===== src/rtl/mul_seq_32bit_pkg.sv =====
// Shared types for the sequential 32-bit multiplier: data width, operation codes and FSM states.
package mul_seq_32bit_pkg;

  localparam int unsigned XLEN = 32;

  typedef enum logic [1:0] {
    MUL    = 2'd0,
    MULH   = 2'd1,
    MULHSU = 2'd2,
    MULHU  = 2'd3
  } mul_op_e;

  typedef enum logic [1:0] {
    IDLE = 2'd0,
    CALC = 2'd1,
    FIX  = 2'd2,
    DONE = 2'd3
  } mul_state_e;

endpackage


===== src/rtl/mul_seq_32bit_adder_64bit.sv =====
// 64-bit modulo-2^64 adder used for the shift-add accumulate step.
module adder_64bit (
  input  logic [63:0] a,
  input  logic [63:0] b,
  output logic [63:0] sum
);

  assign sum = a + b;

endmodule


===== src/rtl/mul_seq_32bit.sv =====
// Radix-2 shift-add multiplier (MUL/MULH/MULHSU/MULHU) with fixed 34-cycle latency.
// Define MUL_EARLY_EXIT_EN to leave CALC as soon as the remaining multiplier is zero.
module mul_seq_32bit
  import mul_seq_32bit_pkg::*;
(
  input  logic            clk,
  input  logic            rst,
  input  logic            start,
  input  logic [1:0]      op,
  input  logic [XLEN-1:0] a,
  input  logic [XLEN-1:0] b,
  output logic            ready,
  output logic            done,
  output logic [XLEN-1:0] result
);

  mul_state_e          state, state_nxt;
  mul_op_e             op_in, op_q;
  logic [2*XLEN-1:0]   mcand, acc, sum, prod;
  logic [XLEN-1:0]     mplier, mag_a, mag_b;
  logic [5:0]          cnt;
  logic                neg_in, neg_q;
  logic                a_signed, b_signed;
  logic                calc_exit;

  assign op_in    = mul_op_e'(op);
  assign a_signed = (op_in == MULH) || (op_in == MULHSU);
  assign b_signed = (op_in == MULH);
  // 0x80000000 negates to itself, which is already the correct unsigned magnitude
  assign mag_a    = (a_signed && a[XLEN-1]) ? (~a + 1'b1) : a;
  assign mag_b    = (b_signed && b[XLEN-1]) ? (~b + 1'b1) : b;
  assign neg_in   = (a_signed & a[XLEN-1]) ^ (b_signed & b[XLEN-1]);

  adder_64bit u_adder (
    .a   (acc),
    .b   (mcand),
    .sum (sum)
  );

`ifdef MUL_EARLY_EXIT_EN
  assign calc_exit = (mplier == '0) || (cnt == 6'd32);
`else
  assign calc_exit = (cnt == 6'd31);
`endif

  assign prod  = neg_q ? (~acc + 1'b1) : acc;
  assign ready = (state == IDLE);
  assign done  = (state == DONE);

  always_ff @(posedge clk) begin
    if (rst) state <= IDLE;
    else     state <= state_nxt;
  end

  always_comb begin
    state_nxt = state;
    case (state)
      IDLE:    if (start) state_nxt = CALC;
      CALC:    if (calc_exit) state_nxt = FIX;
      FIX:     state_nxt = DONE;
      DONE:    state_nxt = IDLE;
      default: state_nxt = IDLE;
    endcase
  end

  always_ff @(posedge clk) begin
    if (rst) begin
      mcand  <= '0;
      mplier <= '0;
      acc    <= '0;
      cnt    <= '0;
      op_q   <= MUL;
      neg_q  <= 1'b0;
      result <= '0;
    end else begin
      case (state)
        IDLE: begin
          if (start) begin
            mcand  <= {{XLEN{1'b0}}, mag_a};
            mplier <= mag_b;
            acc    <= '0;
            cnt    <= '0;
            op_q   <= op_in;
            neg_q  <= neg_in;
          end
        end
        CALC: begin
          if (mplier[0]) acc <= sum;
          mcand  <= mcand << 1;
          mplier <= mplier >> 1;
          cnt    <= cnt + 6'd1;
        end
        FIX: begin
          result <= (op_q == MUL) ? prod[XLEN-1:0] : prod[2*XLEN-1:XLEN];
        end
        default: ;
      endcase
    end
  end

endmodule


===== config.mk =====
export PLATFORM = sky130hd
export DESIGN_NAME = mul_seq_32bit
export DESIGN_NICKNAME = d
export VERILOG_FILES = /design/src/rtl/mul_seq_32bit_pkg.sv /design/src/rtl/mul_seq_32bit_adder_64bit.sv /design/src/rtl/mul_seq_32bit.sv
export SDC_FILE = /design/constraint.sdc
export NUM_CORES = 1
export LEC_CHECK = 0
export BUFFER_PORTS_ARGS = -buffer_cell sky130_fd_sc_hd__buf_2
export CAP_MARGIN = 10
export CORE_UTILIZATION = 62
export CTS_BUF_LIST = sky130_fd_sc_hd__clkbuf_2 sky130_fd_sc_hd__clkbuf_4 sky130_fd_sc_hd__clkbuf_8
export CTS_CLUSTER_SIZE = 12
export DETAILED_ROUTE_END_ITERATION = 10
export PLACE_DENSITY = 0.82
export REMOVE_ABC_BUFFERS = 1
export SLEW_MARGIN = 20
export SYNTH_ARGS = -nofsm -noshare
export SYNTH_HDL_FRONTEND = slang
export SYNTH_SLANG_ARGS = --single-unit

===== constraint.sdc =====
create_clock -name clk -period 6.5 [get_ports clk]
set_input_delay 1.3 -clock clk [delete_from_list [all_inputs] [get_ports clk]]
set_output_delay 1.3 -clock clk [all_outputs]
set_load 0.02 [all_outputs]

==> key figures <==
Cells and area
  • Share of cells above drive strength 1: 0.108
  • Area grow syn2layout: 9.30%
  • Nets: 2168
  • N_diodes: 0
  • Final instance area: 15800 um2

Detailed routing
  • 1st-iter DRT viols: 1397
  • Via density: 6.33
  • Remaining antenna violation count after routing: 0
  • Pre-antenna DRT Iters: 8
  • Via count: 14800
  • Avg WL per Cell: 17.6 um
  • Total wire length: 41.2 mm
  • Residual DRC: 0

Timing
  • Final count of negative-setup-slack endpoints: 0
  • FMAX: 266 MHz
  • Period utilisation layout: 0.579
  • Fin Setup TNS: 0 ns
  • Slew Limit Fails: 0
  • Slew @ Worst Pin: 1.06 ns
  • Final hold viol count: 0
  • Min cycle time layout: 3.76 ns
  • Relative slew slack: 0.290
  • RSZ-0062 raised after global routing: false
  • Final setup skew: 0.0210 ns

Clock tree
  • Clock-pin slew on the worst setup and hold paths: 0.06 ns
  • Worst skew pair latency: 0.54 ns
  • Clk buf depth: 3
  • Post-CTS Resized: 0
  • CTS tree: yes
  • Root Buffer: clkbuf_8
  • H-Tree Depth: 2
  • TritonCTS Buffers: 37
  • Post-CTS setup buffer count: 0
  • CTS Hold Bufs: 0
  • # clock sinks: 203

Synth
  • Mapped Area: 14400 um2
  • Syn avg cell area: 7.22 um2
  • Yosys cell types: 73
  • Yosys warns: 0
  • Syn Inst Count: 2000
  • Top_reg_cell synth: dfxtp_1
  • Register area share after synthesis: 0.282
  • Post-synth EDFFs: 0
  • #FFs+latches synth: 203
  • Ys async rst share: 0

Power
  • Clk network pwr share: 0.274
  • Leak Pwr: 6.37 nW
  • Internal power: 2.81 mW
  • Worst vdd ir: 0.337 mV
  • Switching pwr: 2.09 mW
  • Sequential fraction of design power: 0.331
  • Gate power share: 0.395
  • PwrDens: 311 nW/um2
  • Sw Share: 0.426

Placed design
  • Placed Area: 14900 um2
  • DP HPWL: 29.5 mm
  • Port buffer count: 102
  • Final RePlAce weighted congestion: 0.978

Die
  • Die Y: 155 um
  • Die width: 155 um
  • Row cnt: 55
  • Die ar.: 23900 um2
  • Core Area: 22700 um2
  • Num ports: 103
  • Initial core utilization: 0.636

Global routing
  • Antenna violations before repair: 0
  • Overall Global Routing Usage: 0.339
  • First-pass GRT wire length: 66.7 mm
  • Largest net degree at the start of global routing: 101
  • Vias in the first global route: 13700
  • Total gr overflow: 0

Worst setup path
  • Worst-path maximum fanout: 7
  • Critical path class: flop to flop
  • Critical Path RT: 6.96 ns
  • WP data arrival: 4.22 ns
  • Capturing element type of the critical path: flop
  • Startpoint Class: flop

Run
  • Maxcap violations: 0

Run status
  • Status: finished clean

Worst hold path
  • Hold/Removal Path Class: flop to flop
## cell usage in the layout, fill, tap and decap left out, types with 13 or more instances in the layout
| cell | instances |
|---|---|
| nand2_1 | 322 |
| nor2_1 | 212 |
| dfxtp_1 | 202 |
| a21oi_1 | 188 |
| o21ai_0 | 145 |
| buf_2 | 101 |
| xnor2_1 | 74 |
| ha_1 | 71 |
| xor2_1 | 66 |
| a22oi_1 | 63 |
| nor3_1 | 52 |
| clkbuf_8 | 47 |
| inv_1 | 39 |
| a21o_1 | 35 |
| o211ai_1 | 33 |
| nand3_1 | 31 |
| nand4_1 | 26 |
| nor4_1 | 25 |
| or3_1 | 23 |
| a211oi_1 | 17 |
| a311oi_1 | 16 |
| o31ai_1 | 16 |
| a31oi_1 | 16 |
| buf_4 | 15 |
| o21bai_1 | 14 |
| o22ai_1 | 13 |
## kinds of logic (layout without fill, tap and decap cells)
group / count (synthesis) / count (layout) / share of synthesized area
AND/OR/NAND/NOR: 776 / 776 / 0.245
AO/OA/AOI/OAI: 627 / 627 / 0.273
flip-flops: 203 / 203 / 0.282
buffers and inverters: 169 / 223 / 0.0441
XOR/XNOR: 140 / 140 / 0.0850
adder cells (fa/ha/maj): 73 / 73 / 0.0638
multiplexers: 12 / 12 / 0.00832
## sequential cells by signal (all words and copies together) (netlist names)
name / cells
mplier: 32
state: 2
cnt: 6
mcand: 64
acc: 64
neg_q: 1
result: 32
op_q: 2
## Yosys cell counts, types with 10 or more instances
cell	number	area share
a211oi_1	17	0.0088
a21boi_0	12	0.0062
a21o_1	35	0.018
a21oi_1	188	0.065
a22oi_1	63	0.033
a311oi_1	16	0.0097
a31oi_1	16	0.0069
buf_1	10	0.0026
clkbuf_1	117	0.030
dfxtp_1	203	0.28
ha_1	72	0.062
inv_1	39	0.010
mux2i_1	12	0.0083
nand2_1	322	0.084
nand3_1	31	0.011
nand4_1	26	0.011
nor2_1	213	0.055
nor3_1	52	0.018
nor4_1	25	0.011
o211ai_1	33	0.017
o21ai_0	145	0.050
o21bai_1	14	0.0073
o22ai_1	13	0.0056
o31ai_1	16	0.0083
or2_2	12	0.0052
or3_1	23	0.010
or4_1	11	0.0057
xnor2_1	74	0.045
xor2_1	66	0.040
## final timing paths
check,start,to,slack (ns),cells after the start
setup / recovery,acc[0],acc[60],2.74,13
hold / removal,mplier[3],mplier[3],0.45,2
setup reg to reg,acc[0],acc[60],2.74,13
hold reg to reg,mplier[3],mplier[3],0.45,2
## metrics by stage
stage,power [mW],std cells,setup WS (ns),hold slack [ns],utilization
after floorplan,2.93,1871,-2.25,0.425,-
after global placement,3.50,2272,2.40,0.438,0.658
after detailed placement,3.54,2272,2.32,0.445,0.658
after CTS,4.88,2339,2.81,0.454,0.694
after global routing,5.19,2339,2.50,0.468,0.695
final,4.90,2339,2.74,0.454,0.695
## worst max-delay path, stage by stage (launching register included)
cell	delay [ns]
dfxtp_1	0.44
ha_1	0.22
inv_1	0.06
fa_1	0.40
nor2b_1	0.17
o2111ai_1	0.16
a31oi_1	0.25
o21ai_0	0.19
o31ai_1	0.37
o21ai_0	0.41
o21ai_1	0.50
a221oi_1	0.20
xor2_1	0.17
o21ai_0	0.14
## metal layers
metal,track usage,wire [um]
met1,0.445,17800
met2,0.556,18700
met3,0.0544,3290
met4,0.135,1360
met5,0,0
## final cells by class
cell class / instances / area, um2
Fill cell: 2002 / 6930
Sequential cell: 203 / 4070
Multi-Input combinational cell: 1628 / 9760
Clock inverter: 12 / 115
Clock buffer: 55 / 707
Timing Repair Buffer: 116 / 618
Inverter: 40 / 150
Tap cell: 285 / 357
## power groups by stage
stage | Combinational, mW | Clock, mW | Sequential (mW)
after floorplan | 1.33 | 0 | 1.61
after global placement | 1.86 | 0 | 1.64
after detailed placement | 1.90 | 0 | 1.64
after CTS | 1.91 | 1.35 | 1.62
after global routing | 2.13 | 1.42 | 1.65
final | 1.94 | 1.34 | 1.62
No activity file was read; power rests on OpenSTA's default activity.
